### config.mk
export PLATFORM = sky130hd
export DESIGN_NAME = cmp_run_monitor
export DESIGN_NICKNAME = d
export VERILOG_FILES = /design/src/rtl/cmp_run_monitor_pkg.sv /design/src/rtl/cmp_run_monitor_dump_seq.sv /design/src/rtl/cmp_run_monitor.sv
export SDC_FILE = /design/constraint.sdc
export NUM_CORES = 1
export LEC_CHECK = 0
export CAP_MARGIN = 10
export CELL_PAD_IN_SITES_DETAIL_PLACEMENT = 0
export CELL_PAD_IN_SITES_GLOBAL_PLACEMENT = 1
export CORE_MARGIN = 1
export CORE_UTILIZATION = 28
export DETAILED_ROUTE_END_ITERATION = 10
export PLACE_DENSITY_LB_ADDON = 0.08
export SLEW_MARGIN = 15
export SYNTH_ARGS = -nofsm -noshare
export SYNTH_HDL_FRONTEND = slang
export SYNTH_SLANG_ARGS = --single-unit
### constraint.sdc
create_clock -name CLK -period 2.37 [get_ports CLK]
set_clock_uncertainty 0.15 [all_clocks]
set_input_delay 0.3555 -clock CLK [delete_from_list [all_inputs] [get_ports CLK]]
set_output_delay 0.3555 -clock CLK [all_outputs]
set_load 0.01 [all_outputs]
### src/rtl/cmp_run_monitor_pkg.sv
// Shared types and helpers for the CMP run monitor: state encodings,
// the default halt instruction and the node-select width rule.
package cmp_run_monitor_pkg;

    // Externally visible state, reported on dbg_state.
    typedef enum logic [2:0] {
        ST_RUN      = 3'd0,
        ST_FLUSH    = 3'd1,
        ST_DUMP_RD  = 3'd2,
        ST_DUMP_CAP = 3'd3,
        ST_DUMP_OUT = 3'd4,
        ST_DONE     = 3'd5
    } state_e;

    typedef enum logic [1:0] {
        CTL_RUN   = 2'd0,
        CTL_FLUSH = 2'd1,
        CTL_DUMP  = 2'd2,
        CTL_DONE  = 2'd3
    } ctl_e;

    typedef enum logic [1:0] {
        SEQ_IDLE = 2'd0,
        SEQ_RD   = 2'd1,
        SEQ_CAP  = 2'd2,
        SEQ_OUT  = 2'd3
    } seq_e;

    localparam logic [31:0] HALT_WORD_DEFAULT = 32'h0;

    function automatic int sel_width(input int n);
        return (n > 1) ? $clog2(n) : 1;
    endfunction

endpackage

### src/rtl/cmp_run_monitor_dump_seq.sv
// Dump sequencer: walks (addr, node) address-major, issues one DMEM read per
// word, captures the returned data and presents it on a valid/ready port.
module cmp_dump_seq
    import cmp_run_monitor_pkg::*;
#(
    parameter int NUM_NODES  = 4,
    parameter int DATA_W     = 64,
    parameter int ADDR_W     = 9,
    parameter int DUMP_DEPTH = 128,
    parameter int NODE_W     = 2
) (
    input  logic              clk,
    input  logic              rst,
    input  logic              i_start,
    input  logic [DATA_W-1:0] i_rd_data,
    input  logic              i_ready,
    output logic              o_rd_en,
    output logic [NODE_W-1:0] o_node_sel,
    output logic [ADDR_W-1:0] o_addr,
    output logic              o_active,
    output logic              o_valid,
    output logic [DATA_W-1:0] o_data,
    output logic [NODE_W-1:0] o_node,
    output logic [ADDR_W-1:0] o_index,
    output logic              o_finish,
    output seq_e              o_phase
);
    localparam logic [NODE_W-1:0] LAST_NODE = NODE_W'(NUM_NODES - 1);
    localparam logic [ADDR_W-1:0] LAST_ADDR = ADDR_W'(DUMP_DEPTH - 1);

    seq_e              r_phase;
    seq_e              w_phase_next;
    logic [NODE_W-1:0] r_node;
    logic [ADDR_W-1:0] r_addr;
    logic [DATA_W-1:0] r_data;
    logic [NODE_W-1:0] r_out_node;
    logic [ADDR_W-1:0] r_out_index;
    logic              w_hs;
    logic              w_last;

    assign w_hs   = (r_phase == SEQ_OUT) && i_ready;
    // Termination is decided on the last (addr, node) pair, so a full
    // 2**ADDR_W depth never relies on the address counter wrapping.
    assign w_last = (r_node == LAST_NODE) && (r_addr == LAST_ADDR);

    always_comb begin
        w_phase_next = r_phase;
        o_finish     = 1'b0;
        case (r_phase)
            SEQ_IDLE: if (i_start) w_phase_next = SEQ_RD;
            SEQ_RD:   w_phase_next = SEQ_CAP;
            SEQ_CAP:  w_phase_next = SEQ_OUT;
            SEQ_OUT: begin
                if (w_hs) begin
                    if (w_last) begin
                        w_phase_next = SEQ_IDLE;
                        o_finish     = 1'b1;
                    end else begin
                        w_phase_next = SEQ_RD;
                    end
                end
            end
            default:  w_phase_next = SEQ_IDLE;
        endcase
    end

    always_ff @(posedge clk) begin
        if (rst) begin
            r_phase     <= SEQ_IDLE;
            r_node      <= '0;
            r_addr      <= '0;
            r_data      <= '0;
            r_out_node  <= '0;
            r_out_index <= '0;
        end else begin
            r_phase <= w_phase_next;
            if (i_start) begin
                r_node <= '0;
                r_addr <= '0;
            end
            if (r_phase == SEQ_CAP) begin
                r_data      <= i_rd_data;
                r_out_node  <= r_node;
                r_out_index <= r_addr;
            end
            if (w_hs && !w_last) begin
                if (r_node == LAST_NODE) begin
                    r_node <= '0;
                    r_addr <= r_addr + ADDR_W'(1);
                end else begin
                    r_node <= r_node + NODE_W'(1);
                end
            end
        end
    end

    assign o_rd_en    = (r_phase == SEQ_RD);
    assign o_node_sel = r_node;
    assign o_addr     = r_addr;
    assign o_active   = (r_phase != SEQ_IDLE);
    assign o_valid    = (r_phase == SEQ_OUT);
    assign o_data     = r_data;
    assign o_node     = r_out_node;
    assign o_index    = r_out_index;
    assign o_phase    = r_phase;

endmodule

### src/rtl/cmp_run_monitor.sv
// CMP run monitor: tracks per-node halts and run cycles, forces completion on
// timeout, waits out a flush interval, then streams every node's DMEM out.
module cmp_run_monitor
    import cmp_run_monitor_pkg::*;
#(
    parameter int                  NUM_NODES    = 4,
    parameter int                  INST_W       = 32,
    parameter int                  DATA_W       = 64,
    parameter int                  ADDR_W       = 9,
    parameter int                  DUMP_DEPTH   = 128,
    parameter int                  FLUSH_CYCLES = 5,
    parameter int                  TIMEOUT      = 3334,
    parameter int                  CNT_W        = 32,
    parameter logic [INST_W-1:0]   HALT_WORD    = INST_W'(HALT_WORD_DEFAULT),
    localparam int                 NODE_W       = sel_width(NUM_NODES)
) (
    input  logic                        CLK,
    input  logic                        RESET,
    input  logic [NUM_NODES*INST_W-1:0] inst_in,
    output logic                        dump_rd_en,
    output logic [NODE_W-1:0]           dump_node_sel,
    output logic [ADDR_W-1:0]           dump_addr,
    input  logic [DATA_W-1:0]           dump_rd_data,
    output logic                        dump_active,
    output logic                        dump_valid,
    input  logic                        dump_ready,
    output logic [DATA_W-1:0]           dump_data,
    output logic [NODE_W-1:0]           dump_node,
    output logic [ADDR_W-1:0]           dump_index,
    output logic [NUM_NODES-1:0]        halt_mask,
    output logic [CNT_W-1:0]            cycle_count,
    output logic                        timed_out,
    output logic                        done,
    output state_e                      dbg_state
);
    localparam int                FL_W    = (FLUSH_CYCLES > 1) ? $clog2(FLUSH_CYCLES) : 1;
    localparam logic [FL_W-1:0]   FL_LAST = FL_W'((FLUSH_CYCLES > 0) ? FLUSH_CYCLES - 1 : 0);
    localparam logic [CNT_W-1:0]  TO_LAST = CNT_W'(TIMEOUT - 1);

    ctl_e                 r_ctl;
    ctl_e                 w_ctl_next;
    logic [NUM_NODES-1:0] r_halt_mask;
    logic [NUM_NODES-1:0] w_new_halt;
    logic [CNT_W-1:0]     r_cycle;
    logic                 r_timed_out;
    logic [FL_W-1:0]      r_flush_cnt;
    logic                 w_all_halted;
    logic                 w_timeout_hit;
    logic                 w_start;
    logic                 w_seq_finish;
    seq_e                 w_seq_phase;

    always_comb begin
        w_new_halt = '0;
        for (int k = 0; k < NUM_NODES; k++) begin
            w_new_halt[k] = (inst_in[k*INST_W +: INST_W] == HALT_WORD);
        end
    end

    assign w_all_halted  = &(r_halt_mask | w_new_halt);
    assign w_timeout_hit = (r_cycle == TO_LAST);

    always_comb begin
        w_ctl_next = r_ctl;
        w_start    = 1'b0;
        case (r_ctl)
            CTL_RUN: begin
                if (w_all_halted || w_timeout_hit) begin
                    if (FLUSH_CYCLES == 0) begin
                        w_ctl_next = CTL_DUMP;
                        w_start    = 1'b1;
                    end else begin
                        w_ctl_next = CTL_FLUSH;
                    end
                end
            end
            CTL_FLUSH: begin
                if (r_flush_cnt == FL_LAST) begin
                    w_ctl_next = CTL_DUMP;
                    w_start    = 1'b1;
                end
            end
            CTL_DUMP: if (w_seq_finish) w_ctl_next = CTL_DONE;
            CTL_DONE: w_ctl_next = CTL_DONE;
            default:  w_ctl_next = CTL_RUN;
        endcase
    end

    always_ff @(posedge CLK) begin
        if (RESET) begin
            r_ctl       <= CTL_RUN;
            r_halt_mask <= '0;
            r_cycle     <= '0;
            r_timed_out <= 1'b0;
            r_flush_cnt <= '0;
        end else begin
            r_ctl <= w_ctl_next;
            // A halt completing on the timeout cycle takes precedence.
            if (r_ctl == CTL_RUN) begin
                r_halt_mask <= r_halt_mask | w_new_halt;
                if (!w_all_halted) begin
                    if (w_timeout_hit) begin
                        r_timed_out <= 1'b1;
                    end else if (r_cycle != {CNT_W{1'b1}}) begin
                        r_cycle <= r_cycle + CNT_W'(1);
                    end
                end
            end
            if (r_ctl == CTL_FLUSH) r_flush_cnt <= r_flush_cnt + FL_W'(1);
            else                    r_flush_cnt <= '0;
        end
    end

    cmp_dump_seq #(
        .NUM_NODES  (NUM_NODES),
        .DATA_W     (DATA_W),
        .ADDR_W     (ADDR_W),
        .DUMP_DEPTH (DUMP_DEPTH),
        .NODE_W     (NODE_W)
    ) u_dump_seq (
        .clk        (CLK),
        .rst        (RESET),
        .i_start    (w_start),
        .i_rd_data  (dump_rd_data),
        .i_ready    (dump_ready),
        .o_rd_en    (dump_rd_en),
        .o_node_sel (dump_node_sel),
        .o_addr     (dump_addr),
        .o_active   (dump_active),
        .o_valid    (dump_valid),
        .o_data     (dump_data),
        .o_node     (dump_node),
        .o_index    (dump_index),
        .o_finish   (w_seq_finish),
        .o_phase    (w_seq_phase)
    );

    always_comb begin
        dbg_state = ST_RUN;
        case (r_ctl)
            CTL_RUN:   dbg_state = ST_RUN;
            CTL_FLUSH: dbg_state = ST_FLUSH;
            CTL_DONE:  dbg_state = ST_DONE;
            CTL_DUMP: begin
                case (w_seq_phase)
                    SEQ_CAP: dbg_state = ST_DUMP_CAP;
                    SEQ_OUT: dbg_state = ST_DUMP_OUT;
                    default: dbg_state = ST_DUMP_RD;
                endcase
            end
            default:   dbg_state = ST_RUN;
        endcase
    end

    assign halt_mask   = r_halt_mask;
    assign cycle_count = r_cycle;
    assign timed_out   = r_timed_out;
    assign done        = (r_ctl == CTL_DONE);

endmodule

==> results of run 1 <==
==> layer usage <==
layer	vias to the layer above	track usage [%]	wire [um]
li1	3139	-	-
met1	2884	21.6	8570
met2	269	33.4	10400
met3	33	6.73	2060
met4	0	7.73	484
met5	-	0	0
==> worst max-delay path by stage <==
stage | endpoint | startpoint | slack (ps) | depth (start not counted)
CTS | cycle_count[9]$_SDFFE_PP0P_ | inst_in[85] | 2 | 11
finish | cycle_count[10]$_SDFFE_PP0P_ | inst_in[82] | 10 | 11
global route | cycle_count[10]$_SDFFE_PP0P_ | inst_in[82] | -5 | 11
global placement | cycle_count[14]$_SDFFE_PP0P_ | inst_in[90] | -850 | 11
detailed placement | cycle_count[10]$_SDFFE_PP0P_ | inst_in[90] | -790 | 11
floorplan | dbg_state[0] | u_dump_seq.o_phase[0]$_SDFFE_PP0P_ | 90 | 6
==> logic make-up (layout without fill, tap and decap cells) <==
group                    count (synthesis)  in the layout
multiplexers                            82             82
AO/OA/AOI/OAI                           83             83
AND/OR/NAND/NOR                        304            304
buffers and inverters                   50            426
flip-flops                             130            130
XOR/XNOR                                 2              2
adder cells (fa/ha/maj)                 12             12
==> cells in the final DEF (no fill, tap or decap), types with 5 or more instances in the layout <==
master / n
dfxtp_1: 128
dlymetal6s2s_1: 21
dlygate4sd2_1: 6
and3_1: 10
or3_1: 7
inv_1: 10
nand3_1: 17
buf_4: 50
o31ai_1: 16
nand2_1: 19
nor2b_1: 11
and4_1: 5
a21oi_1: 32
nand3b_1: 6
clkdlybuf4s50_1: 296
nand4_1: 19
o21ai_0: 14
nor4_1: 23
nor4_2: 11
ha_1: 10
clkbuf_16: 19
nor3_1: 10
mux2i_1: 75
and2_1: 5
or4_1: 17
nor2_1: 115
buf_12: 5
==> power groups by stage <==
stage          clock network [uW]  registers (uW)  logic (uW)
3_5_place_dp                    0            2330         807
2_1_floorplan                   0            2350         247
3_3_place_gp                    0            2330         805
6_report                     2600            2290         800
4_1_cts                      2680            2290         805
5_1_grt                      2780            2300         867
==> Yosys cell counts, types with 4 or more instances <==
cell type    n
nand4_1     19
nor3_1      10
nand2b_1     4
or3_1        7
nand3_1     17
nor2b_1     11
nor2_1     115
nand2_1     22
a21oi_1     36
inv_1       11
buf_2        6
and3_1      10
o21ai_0     15
mux2_2       4
o31ai_1     16
a31oi_1      4
buf_1        8
and4_1       5
or4_1       18
mux2i_1     75
nor4_1      37
ha_1        12
dfxtp_1    130
clkbuf_1    22
nand3b_1     6
and2_1       6
==> cell type report <==
type / count / area (um^2)
clock buffer: 17 / 425
multi-input combinational: 483 / 3320
tap: 270 / 338
fill: 1884 / 9800
inverter: 11 / 41.3
timing repair buffer: 384 / 3870
clock inverter: 14 / 155
sequential: 130 / 2610
==> critical path, delay by kind of cell <==
family                 cells  cell delay [ps]
buffers and inverters      5             1050
AND/OR/NAND/NOR            4              670
AO/OA/AOI/OAI              2              470
==> flip-flops by register name, summed over array words and instances (netlist names) <==
| signal | count |
|---|---|
| u_dump_seq.o_phase | 2 |
| u_dump_seq.o_addr | 9 |
| timed_out | 1 |
| r_flush_cnt | 3 |
| u_dump_seq.o_index | 9 |
| u_dump_seq.o_node | 2 |
| u_dump_seq.o_node_sel | 2 |
| r_ctl | 2 |
| u_dump_seq.o_data | 64 |
| cycle_count | 32 |
| halt_mask | 4 |
==> timing repair <==
| action | in CTS | in global routing |
|---|---|---|
| gates resized for setup | 21 | 45 |
| setup endpoints to repair | 38 | 36 |
| setup buffers | 2 | 2 |
| pin swaps | 4 | 16 |
| cloned | 2 | 2 |
==> metrics by stage <==
step	TNS [ps]	cell area, um^2	setup WS, ps	power [uW]
2_1_floorplan	0	5960	91.0	2600
3_3_place_gp	-25650	9840	-848	3130
3_5_place_dp	-23520	9840	-787	3130
4_1_cts	0	10600	2.30	5770
5_1_grt	-8.63	10800	-5.26	5940
6_report	0	10800	9.94	5690
==> impl_metrics.tcl, run 1 <==
set metrics [dict create \
    status "completed" \
    hold_violations 0 \
    drv_cap 0 \
    grt_antenna_before_repair 0 \
    fp.dieH_um 148 \
    critical_path.endpoint_type "register" \
    worstSetupPathType "in -> reg" \
    ant_nets 0 \
    cp.arrival_ps 2560 \
    synth-simple-area-share_pct 27.5 \
    drive_above_1_share_pct 13.6 \
    combPwrFrac_pct 14.1 \
    routedWlPerCell_um 16.5 \
    synth-edff-count 0 \
    netlist_instances 663 \
    tightest_slew_ps 634 \
    crit_path_top_delay_cell "or4_4" \
    r2r_setup_slack_ps 160 \
    pwr-share-seq_pct 40.2 \
    synth_compound_area_share_pct 8.38 \
    p_int_uw 4300 \
    hold_class "in -> reg" \
    cts_buffer_depth 2 \
    clkSlewWorstSetupHoldPaths_ps 60 \
    dp.cells 1271 \
    netlist_area_um2 5960 \
    cts_max_level 4 \
    cp_max_fo 7 \
    port_buffers 324 \
    timing.rr.start "cycle_count[14]$_SDFFE_PP0P_" \
    cp_cell_sequence "clkdlybuf4s50_1 > nor4_2 > buf_4 > nand2_2 > nor4_4 > buf_4 > o2111a_2 > buf_12 > buf_4 > or4_4 > a21oi_2" \
    synthMuxAreaShare_pct 14.1 \
    irDropWorstVdd_v 0.000490 \
    antenna_cells 0 \
    drt-pass1-iter-count 4 \
    max_slew_margin_pct 57.7 \
    synth-main-ff-cell "dfxtp_1" \
    start_kind "input port" \
    synth.yosys.warnings 0 \
    whs_ps 283 \
    dp_hpwl_um 15700 \
    cts_tree "built" \
    grt_pass1_vias 6128 \
    grt_pass1_wl_um 32700 \
    yosys.area.top_type "dfxtp_1" \
    swShare_pct 24.4 \
    whs_endpoint "cycle_count[8]$_SDFFE_PP0P_" \
    max_freq_mhz 424 \
    rows 52 \
    synthAdderAreaFrac_pct 2.52 \
    syn_nets 870 \
    finalCritPeriodShare_pct 99.6 \
    root_buffer "clkbuf_16" \
    period_needed_ps 2360 \
    clkLatencyLatePin_ps 420 \
    ys_ff_latch 130 \
    grt_overflow 0 \
    power.density_nw_per_um2 529 \
    cpPeakStageDelay_ps 510 \
    synth_cell_types 51 \
    avgSynthCellArea_um2 8.99 \
    maxSlewViolCount 0 \
    final-setup-viol-count 0 \
    path_common_cell "buf_4" \
    rsz0062_at_grt "yes" \
    area_delta_synth_final_pct 80.6 \
    drc 0 \
    drt_iter0_drc 286 \
    pwr-share-clk_pct 45.7 \
    worstHoldStart "RESET" \
    coreArea_um2 20600 \
    seq_area_frac_synth_pct 43.7 \
    reg2reg_depth 7 \
    synth_top_cell_area_share_pct 43.7 \
    gp_congestion 0.753 \
    crit_required_ps 2570 \
    cts_buffers 17 \
    track_usage_pct 19.3 \
    start_util_pct 29.0 \
    fin_util_pct 52.3 \
    ctsHoldBuffers 0 \
    synth_top_family_by_area "simple AND/OR/NAND/NOR gates" \
    floorplan.die_area_um2 21900 \
    p_leak_uw 0.00403 \
    yosys.area_share.xor_xnor_pct 0.294 \
    dieWidth_um 148 \
    p_switching_uw 1390 \
    grt_max_degree 76 \
    async_reset_ff_share_pct 0 \
    hold_path_depth 2 \
    r2r_end "cycle_count[3]$_SDFFE_PP0P_" \
    clock_sinks 130 \
    final_nets 1234 \
    io_pins 325 \
    via_count 6325 \
    final_cell_count_no_fill 1309 \
    vias_per_cell 4.83 \
    synthTopCellsByArea "dfxtp_1 (44%), mux2i_1 (13%), nor2_1 (7.2%)" \
    routed_wl_um 21600 \
]
(Power assumes the default switching activity.)
==> run 2: changes to the inputs <==
--- a/config.mk
+++ b/config.mk
@@ -8,10 +8,12 @@
 export CAP_MARGIN = 10
 export CELL_PAD_IN_SITES_DETAIL_PLACEMENT = 0
 export CELL_PAD_IN_SITES_GLOBAL_PLACEMENT = 1
+export CORE_ASPECT_RATIO = 1.1
 export CORE_MARGIN = 1
 export CORE_UTILIZATION = 28
 export DETAILED_ROUTE_END_ITERATION = 10
 export PLACE_DENSITY_LB_ADDON = 0.08
+export SETUP_SLACK_MARGIN = 0.1
 export SLEW_MARGIN = 15
 export SYNTH_ARGS = -nofsm -noshare
 export SYNTH_HDL_FRONTEND = slang
==> impl_metrics.tcl, run 2 (synthesized netlist as in run 1, its figures left out) <==
set metrics [dict create \
    clkLatencyLatePin_ps 420 \
    start_kind "register" \
    hold_violations 0 \
    area_delta_synth_final_pct 85.8 \
    vias_per_cell 4.74 \
    via_count 6329 \
    setup-tns-final_ps 0 \
    placed_area_um2 9820 \
    floorplan.die_area_um2 21900 \
    drive_above_1_share_pct 17.0 \
    status "completed" \
    period_needed_ps 2300 \
    routed_wl_um 21100 \
    dp.cells 1282 \
    largest_reg_flops 64 \
    dp_hpwl_um 15100 \
    cts_max_level 4 \
    cts_buffer_depth 2 \
    rsz0062_at_grt "yes" \
    p_leak_uw 0.00441 \
    cp_max_fo 4 \
    pwr-share-seq_pct 39.5 \
    grt_pass1_vias 6228 \
    cts_tree "built" \
    cp.arrival_ps 2510 \
    finalCritPeriodShare_pct 97.2 \
    grt_pass1_wl_um 32500 \
    cts_buffers 17 \
    final_cell_mix "clkdlybuf4s50_1 (241), dfxtp_1 (121), nor2_1 (115), mux2i_1 (75), buf_4 (55)" \
    start_util_pct 28.8 \
    irDropWorstVdd_v 0.000503 \
    reg2reg_depth 8 \
    grt_antenna_before_repair 1 \
    fp.dieH_um 155 \
    final-setup-viol-count 0 \
    drt-pass1-iter-count 4 \
    power.density_nw_per_um2 523 \
    p_int_uw 4340 \
    final_nets 1244 \
    drc 0 \
    combPwrFrac_pct 13.5 \
    maxSlewViolCount 0 \
    crit_required_ps 2570 \
    clock_sinks 130 \
    max_slew_margin_pct 55.2 \
    tightest_slew_ps 672 \
    track_usage_pct 18.8 \
    drt_iter0_drc 203 \
    pre_cts_slack_ps -521 \
    ant_nets 0 \
    critical_path.endpoint_type "register" \
    coreArea_um2 20700 \
    rows 55 \
    clkSlewWorstSetupHoldPaths_ps 60 \
    fin_ws_ps 65.6 \
    whs_ps 281 \
    grt_max_degree 76 \
    drv_cap 0 \
    final_common_cell "clkdlybuf4s50_1" \
    swShare_pct 25.0 \
    grt_overflow 0 \
    p_switching_uw 1450 \
    routedWlPerCell_um 15.8 \
    dieWidth_um 141 \
    root_buffer "clkbuf_16" \
    hold_path_depth 6 \
    hold_class "in -> reg" \
    port_buffers 324 \
    gp_congestion 0.816 \
    fin_area_um2 11100 \
    final_cell_count_no_fill 1336 \
    max_freq_mhz 434 \
    pwr-share-clk_pct 47.0 \
    io_pins 325 \
    worstSetupPathType "reg -> reg" \
]
==> run 2: layout make-up <==
| cell class | count | area, um^2 |
|---|---|---|
| clock inverters | 14 | 171 |
| multi-input cells | 483 | 3460 |
| fillers | 1938 | 9640 |
| well taps | 285 | 357 |
| clock buffers | 18 | 439 |
| diodes | 1 | 2.50 |
| flip-flops and latches | 130 | 2610 |
| repair buffers | 394 | 3980 |
| inverters | 11 | 41.3 |
==> run 2: repair_timing <==
action / 4_1_cts / 5_1_grt
gates resized for setup: 69 / 91
pin swaps: 34 / 37
hold buffers: 0 / 0
endpoints found under the hold margin: 0 / 0
setup buffers: 14 / 5
setup endpoints to repair: 38 / 36
cloned: 2 / 0
==> run 2: power groups by stage <==
stage / logic, uW / clock network [uW] / registers [uW]
2_1_floorplan: 247 / 0 / 2350
5_1_grt: 852 / 2890 / 2290
3_5_place_dp: 797 / 0 / 2330
3_3_place_gp: 798 / 0 / 2330
6_report: 780 / 2720 / 2290
4_1_cts: 784 / 2810 / 2290
==> run 2: per-stage QoR <==
step	power [uW]	utilization [%]
after global routing	6040	53.4
after global placement	3120	47.4
after detailed placement	3120	47.4
final	5790	53.4
after CTS	5880	51.7
after floorplan	2600	-
==> run 2: path summary, 6_finish.rpt <==
kind	slack, ps	startpoint	to
worst max-delay path	70	cycle_count[0]$_SDFFE_PP0P_	cycle_count[26]$_SDFFE_PP0P_
worst min-delay path	280	inst_in[102]	halt_mask[3]$_SDFFE_PP0P_
worst max register to register	70	cycle_count[0]$_SDFFE_PP0P_	cycle_count[26]$_SDFFE_PP0P_
worst min register to register	300	r_flush_cnt[0]$_SDFF_PP0_	r_flush_cnt[0]$_SDFF_PP0_
==> run 2: per-layer routing <==
| metal | track usage [%] | wire, um | vias to the layer above |
|---|---|---|---|
| met5 | 0 | 0 | - |
| met4 | 5.54 | 283 | 0 |
| met3 | 6.37 | 1760 | 20 |
| met2 | 32.9 | 10400 | 230 |
| met1 | 21.5 | 8580 | 2915 |
| li1 | - | - | 3164 |
==> run 2: critical path, cell delays in order (launching register included) <==
cell and delay, ps:
dfxtp_2 340, buf_4 120, ha_4 150, nand2_4 60, nor4_4 340, and2_4 220, nand4_1 200, or4_4 540
a21oi_2 130
==> run 3: changes to the inputs <==
--- a/config.mk
+++ b/config.mk
@@ -12,7 +12,7 @@
 export CORE_MARGIN = 1
 export CORE_UTILIZATION = 28
 export DETAILED_ROUTE_END_ITERATION = 10
-export PLACE_DENSITY_LB_ADDON = 0.08
+export PLACE_DENSITY_LB_ADDON = 0.05
 export SETUP_SLACK_MARGIN = 0.1
 export SLEW_MARGIN = 15
 export SYNTH_ARGS = -nofsm -noshare
==> impl_metrics.tcl, run 3 (synthesized netlist as in run 1, its figures left out) <==
set metrics [dict create \
    status "completed" \
    power_uw 5620 \
    pre_cts_slack_ps -543 \
    dp_hpwl_um 15400 \
    fin_ws_ps 123 \
    grt_overflow 0 \
    p_switching_uw 1430 \
    grt_pass1_wl_um 32800 \
    final_nets 1250 \
    cts_buffer_depth 2 \
    start_kind "input port" \
    cts_tree "built" \
    area_delta_synth_final_pct 85.9 \
    ant_nets 0 \
    cp_cell_sequence "clkdlybuf4s50_1 > nor4_1 > nand4_1 > o21bai_1 > o2111a_2 > buf_12 > buf_16 > nor3_4 > mux2_4" \
    reg2reg_depth 9 \
    cts_buffers 17 \
    final_cell_mix "clkdlybuf4s50_1 (230), dfxtp_1 (121), nor2_1 (115), mux2i_1 (75), buf_4 (64)" \
    drt_iter0_drc 268 \
    hold_path_depth 2 \
    routedWlPerCell_um 16.1 \
    critical_path.endpoint_type "register" \
    vias_per_cell 4.80 \
    max_slew_margin_pct 55.3 \
    rsz0062_at_grt "yes" \
    port_buffers 324 \
    final_common_cell "clkdlybuf4s50_1" \
    nFillCells 1843 \
    period_needed_ps 2250 \
    largest_reg_flops 64 \
    cp_max_fo 6 \
    grt_pass1_vias 6440 \
    drv_cap 0 \
    io_pins 325 \
    pwr-share-clk_pct 45.6 \
    irDropWorstVdd_v 0.000475 \
    dp.cells 1281 \
    maxSlewViolCount 0 \
    finalCritPeriodShare_pct 94.8 \
    coreArea_um2 20700 \
    dieWidth_um 141 \
    crit_path_top_delay_cell "clkdlybuf4s50_1" \
    via_count 6441 \
    combPwrFrac_pct 13.8 \
    start_util_pct 28.8 \
    fin_util_pct 53.5 \
    final_cell_count_no_fill 1342 \
    floorplan.die_area_um2 21900 \
    cpPeakStageDelay_ps 420 \
    p_int_uw 4190 \
    clkSlewWorstSetupHoldPaths_ps 60 \
    p_leak_uw 0.00434 \
    drt-pass1-iter-count 4 \
    routed_wl_um 21600 \
    swShare_pct 25.4 \
    drive_above_1_share_pct 18.8 \
    max_freq_mhz 445 \
    clock_sinks 130 \
    gp_congestion 0.838 \
    fp.dieH_um 155 \
    drc 0 \
    power.density_nw_per_um2 507 \
    rows 55 \
    worstSetupPathType "in -> reg" \
    track_usage_pct 18.9 \
    crit_required_ps 2520 \
    hold_class "in -> reg" \
    clkLatencyLatePin_ps 410 \
    cts_max_level 4 \
    grt_antenna_before_repair 1 \
    tightest_slew_ps 661 \
    pwr-share-seq_pct 40.7 \
    grt_max_degree 76 \
    cp.arrival_ps 2400 \
    root_buffer "clkbuf_16" \
    hold_violations 0 \
    final-setup-viol-count 0 \
]
## run 3: changes by cell type in the layout (fill, tap and decap cells not counted), sizes merged, moves of 5 or more
| cell | delta |
|---|---|
| buf | +6 |
| clkdlybuf4s15 | +8 |
| clkdlybuf4s50 | -11 |
| dlymetal6s2s | -5 |
| clkbuf | +8 |
## run 3: worst paths after layout
kind                                             startpoint                                 to  slack (ps)
worst max-delay path                           inst_in[102]       cycle_count[20]$_SDFFE_PP0P_         120
worst min-delay path                                  RESET  u_dump_seq.o_data[9]$_SDFFE_PP0N_         310
worst max register to register  cycle_count[1]$_SDFFE_PP0P_       cycle_count[11]$_SDFFE_PP0P_         130
worst min register to register    r_flush_cnt[0]$_SDFF_PP0_          r_flush_cnt[0]$_SDFF_PP0_         310
## run 3: area by class of cell
class	instances	area, um^2	share of cell area (%)
Antenna cell	1	2.50	0.0226
Clock buffer	18	429	3.87
Clock inverter	14	145	1.31
Inverter	11	41.3	0.373
Multi-Input combinational cell	484	3540	32.0
Sequential cell	130	2610	23.6
Tap cell	285	357	3.22
Timing Repair Buffer	399	3940	35.6
## run 3: through the flow
stage	cell area [um^2]	hold WS (ps)	setup TNS (ps)
floorplan	5960	267	0
global placement	9800	278	-15270
detailed placement	9800	297	-15940
CTS	10600	285	0
global route	11100	313	0
finish	11100	306	0
## run 3: metal layers
metal  global-route usage, %  up-vias  share of wire [%]  wire (um)
met5                       0        -                  0          0
met4                    5.90        0                1.9        417
met3                    6.40       30                7.7       1660
met2                    34.4      226                 51      11000
met1                    20.6     3012                 39       8510
li1                        -     3173                  -          -
## run 3: worst max-delay path: cells and delay by family
kind / cells / cell delay (ps)
buf+inv: 3 / 680
compound gates: 2 / 550
simple gates: 3 / 510
mux: 1 / 290
## run 3: power groups by stage
| stage | clock network (uW) | logic, uW | registers, uW |
|---|---|---|---|
| after detailed placement | 0 | 795 | 2330 |
| after CTS | 2650 | 775 | 2280 |
| after global placement | 0 | 785 | 2320 |
| after global routing | 2750 | 838 | 2290 |
| final | 2560 | 774 | 2280 |
| after floorplan | 0 | 247 | 2350 |
## run 3: timing repair
item	CTS	global route
setup buffers	15	11
endpoints found under the setup margin	38	44
hold buffers	0	0
cloned	2	1
pin swaps	33	49
resized for setup	84	119
==> variant 1, RTL diff (flow settings as in run 1) <==
`NUM_NODES` is set to 4 in 2 places; all go to 3.
--- a/src/rtl/cmp_run_monitor_dump_seq.sv
+++ b/src/rtl/cmp_run_monitor_dump_seq.sv
@@ -3,7 +3,7 @@
 module cmp_dump_seq
     import cmp_run_monitor_pkg::*;
 #(
-    parameter int NUM_NODES  = 4,
+    parameter int NUM_NODES  = 3,
     parameter int DATA_W     = 64,
     parameter int ADDR_W     = 9,
     parameter int DUMP_DEPTH = 128,
--- a/src/rtl/cmp_run_monitor.sv
+++ b/src/rtl/cmp_run_monitor.sv
@@ -3,7 +3,7 @@
 module cmp_run_monitor
     import cmp_run_monitor_pkg::*;
 #(
-    parameter int                  NUM_NODES    = 4,
+    parameter int                  NUM_NODES    = 3,
     parameter int                  INST_W       = 32,
     parameter int                  DATA_W       = 64,
     parameter int                  ADDR_W       = 9,
Interface: changed (resized halt_mask and inst_in); port bits go from 325 to 292. The function was not compared with the original's and may differ.
==> variant 1 against run 1 <==
Synthesized area is 3.4% lower. Hold slack worse by 0.0052 ns. Die area decreased by 3.3%. Non-clock buffer count is 23 lower. Wire length is 8.9% lower. Combinational power is 5.9% lower. Cell area is 3.9% lower. First-iteration DRC count decreased by 33%. Global-route usage fell by 1.7 points. Sequential share of layout area rose by 0.88 points. Power decreased by 1.1%. Sequential cell count shrank 1. Setup slack improved by 0.026 ns. Critical endpoint is now cycle_count[4].
==> variant 1: results (changes against run 1) <==
1st-iter DRT viols -> 192 (was 286)
WHS Endpoint -> cycle_count[22] (was cycle_count[8])
Syn nets -> 805 (was 870)
Drt total wl -> 19640 um (was 21550 um)
Routed vias -> 5955 (was 6325)
Seq/Total Area, Yosys -> 44.86% (was 43.68%)
Worst r2r path cells -> 9 (was 7)
Vias in the first global route -> 5930 (was 6128)
Status -> complete, no violations (unchanged)
Slew @ Worst Pin -> 0.5654 ns (was 0.6343 ns)
Cells after Synth -> 631 (was 663)
Placed cells -> 1217 (was 1271)
Routability cong. -> 0.8498 (was 0.7528)
Post-synth top cells -> dfxtp_1, nor2_1, mux2i_1, nor4_1, a21oi_1 (unchanged)
Final Critical Period -> 2.334 ns (was 2.360 ns)
Initial antenna violation count -> 1 (was 0)
All-Layer GR Usage -> 17.58% (was 19.31%)
Worst vdd ir -> 0.0004570 V (was 0.0004902 V)
Critical-path top delay cell -> or4_1 (was or4_4)
Post-synthesis cell type count -> 55 (was 51)
Reg-to-Reg End -> cycle_count[4] (was cycle_count[3])
Top cells by area, synth -> dfxtp_1, mux2i_1, nor2_1 (unchanged)
# port buffers -> 291 (was 324)
DR WL/cell -> 15.59 um (was 16.47 um)
Delay-heaviest family, CP -> simple AND/OR/NAND/NOR gates (was buffers and inverters)
First-pass GRT wire length -> 30020 um (was 32750 um)
Pint -> 4.253 mW (was 4.299 mW)
[variant 1: cell count changes in the layout (fill, tap and decap cells not counted), sizes merged, moves of 9 or more]
cell           change
o31ai             -12
buf               +11
nand4             -14
o21ai              +9
or4               -14
clkdlybuf4s50     -19
[variant 1: how the worst max path moves through the flow]
stage                     slack, ns  cells past startpoint                   from              endpoint
after floorplan                0.01                      9   u_dump_seq.o_addr[0]  u_dump_seq.o_addr[5]
after global placement        -0.42                     10            inst_in[10]       cycle_count[18]
after detailed placement      -0.45                     10            inst_in[16]       cycle_count[10]
after CTS                     0.006                      4  u_dump_seq.o_phase[1]          dbg_state[2]
after global routing          -0.05                     10            inst_in[27]        cycle_count[5]
final                          0.04                      9         cycle_count[1]        cycle_count[4]
[variant 1: kinds of logic (layout without fill, tap and decap cells)]
logic type / Yosys count / count (layout) / share of synthesized area, %
AOI/OAI and AO/OA: 80 / 80 / 8.455
xor gates and xnor gates: 5 / 5 / 0.7608
adders and majority gates: 11 / 11 / 2.391
buffers and inverters: 49 / 407 / 3.608
DFF: 129 / 129 / 44.86
muxes: 83 / 83 / 14.67
other: 0 / 1 / 0
and+or+nand+nor: 274 / 274 / 25.26
[variant 1: layout make-up]
cell class	count	area [sq um]
Inverter	14	52.55
Clock buffer	18	429.2
Timing Repair Buffer	361	3506
Fill cell	1867	9827
Clock inverter	14	156.4
Tap cell	270	337.8
Antenna cell	1	2.502
Multi-Input combinational cell	453	3263
Sequential cell	129	2595
[variant 1: power groups by stage]
stage               sequential (mW)  combinational (mW)  clock [mW]
floorplan                      2.33               0.246           0
global placement               2.31               0.729           0
detailed placement             2.31               0.743           0
CTS                            2.27               0.748        2.67
global route                   2.27               0.804        2.78
finish                         2.27               0.753        2.60
[variant 1: what timing repair did]
item	in CTS	in global routing
pin swaps	0	13
buffers inserted	0	8
setup endpoints to repair	10	41
cloned	0	2
gates resized for setup	8	74
[variant 1: through the flow]
stage | power (mW) | instance area [sq um] | utilization (%)
3_3_place_gp | 3.038 | 9343 | 46.32
6_report | 5.621 | 10340 | 51.28
5_1_grt | 5.860 | 10340 | 51.28
2_1_floorplan | 2.576 | 5771 | -
4_1_cts | 5.679 | 9965 | 49.40
3_5_place_dp | 3.054 | 9343 | 46.32
[variant 1: routing by layer]
layer | share of wire, % | global-route usage, % | vias up
met1 | 40 | 18.56 | 2778
met4 | 1.4 | 6.316 | 0
met3 | 9.3 | 7.461 | 19
li1 | - | - | 2944
met5 | 0 | 0 | -
met2 | 50 | 31.13 | 214
==> variant 2, RTL diff (settings of run 1) <==
Without the edit above. Re-encode `ctl_e` (4 values) as Gray code, 2 bits wide.
--- a/src/rtl/cmp_run_monitor_pkg.sv
+++ b/src/rtl/cmp_run_monitor_pkg.sv
@@ -13,10 +13,10 @@
     } state_e;
 
     typedef enum logic [1:0] {
-        CTL_RUN   = 2'd0,
-        CTL_FLUSH = 2'd1,
-        CTL_DUMP  = 2'd2,
-        CTL_DONE  = 2'd3
+        CTL_RUN   = 2'b00,
+        CTL_FLUSH = 2'b01,
+        CTL_DUMP  = 2'b11,
+        CTL_DONE  = 2'b10
     } ctl_e;
 
     typedef enum logic [1:0] {
Check against the original RTL: same outputs for any inputs over 10 cycles, from zero or initial values and one cycle with RESET high; not proved beyond that.
==> variant 2 against run 1 <==
The flow now finishes with violations (negative setup slack). Sequential cell count is the same. Synthesized area grew 0.88%. Wire length grew 4.2%. Highest routed layer unchanged. Setup slack lost 0.036 ns. Cell area grew 4.8%. Power grew 1.3%. Largest cell class unchanged. Register-to-register slack lost 0.19 ns.
==> variant 2: results (changes against run 1) <==
Worst vdd ir -> 0.0004693 V (was 0.0004902 V)
All-Layer GR Usage -> 19.57% (was 19.31%)
Setup TNS Final -> -0.03416 ns (was 0 ns)
Post-DP Area -> 10070 sq um (was 9844 sq um)
Slew @ Worst Pin -> 0.5445 ns (was 0.6343 ns)
Pint -> 4.380 mW (was 4.299 mW)
Post-synthesis cell type count -> 59 (was 51)
Initial antenna violation count -> 1 (was 0)
Routed wl met2 -> 11180 um (was 10440 um)
Cells after Synth -> 669 (was 663)
Fin Hold WS -> 0.2522 ns (was 0.2825 ns)
Routed wl met3 -> 2143 um (was 2062 um)
Logic power comb -> 0.768 mW (was 0.800 mW)
Met3 Usage GRT -> 6.626% (was 6.728%)
Syn nets -> 876 (was 870)
Status -> finished with violations (was complete, no violations)
Failing checks -> negative setup slack
Wl on met1 -> 8878 um (was 8567 um)
Routability cong. -> 0.7769 (was 0.7528)
Resize count post-CTS -> 31 (was 21)
Post-Layout Cell Count -> 1360 (was 1309)
Share of cells above drive strength 1 -> 18.53% (was 13.57%)
Setup violators final -> 2 (was 0)
Seq/Total Area, Yosys -> 43.30% (was 43.68%)
Top cells by area, synth -> dfxtp_1, mux2i_1, nor2_1 (unchanged)
Worst setup margin -> -0.02646 ns (was 0.009938 ns)
Static Leak -> 4.354 nW (was 4.035 nW)
-- variant 2: cell type report --
class	count	area, sq um	area share (%)
Clock inverter	14	178.9	1.587
Inverter	15	56.30	0.4995
Timing Repair Buffer	421	4169	36.99
Sequential cell	130	2614	23.19
Tap cell	275	344.1	3.052
Clock buffer	17	425.4	3.774
Multi-Input combinational cell	488	3485	30.91
-- variant 2: final timing paths --
kind | from | cells after the start | end
setup reg to reg | cycle_count[0] | 8 | cycle_count[30]
setup / recovery | cycle_count[0] | 8 | cycle_count[30]
hold / removal | RESET | 2 | u_dump_seq.o_data[10]
hold reg to reg | r_flush_cnt[0] | 1 | r_flush_cnt[0]
-- variant 2: cell families after synthesis --
group                    count (synthesis)  share of synthesized area (%)
AO/OA/AOI/OAI                           79                          8.014
flip-flops                             130                          43.30
AND/OR/NAND/NOR                        310                          27.54
buffers and inverters                   51                          3.934
XOR/XNOR                                 2                         0.2915
adder cells (fa/ha/maj)                 12                          2.498
multiplexers                            85                          14.43
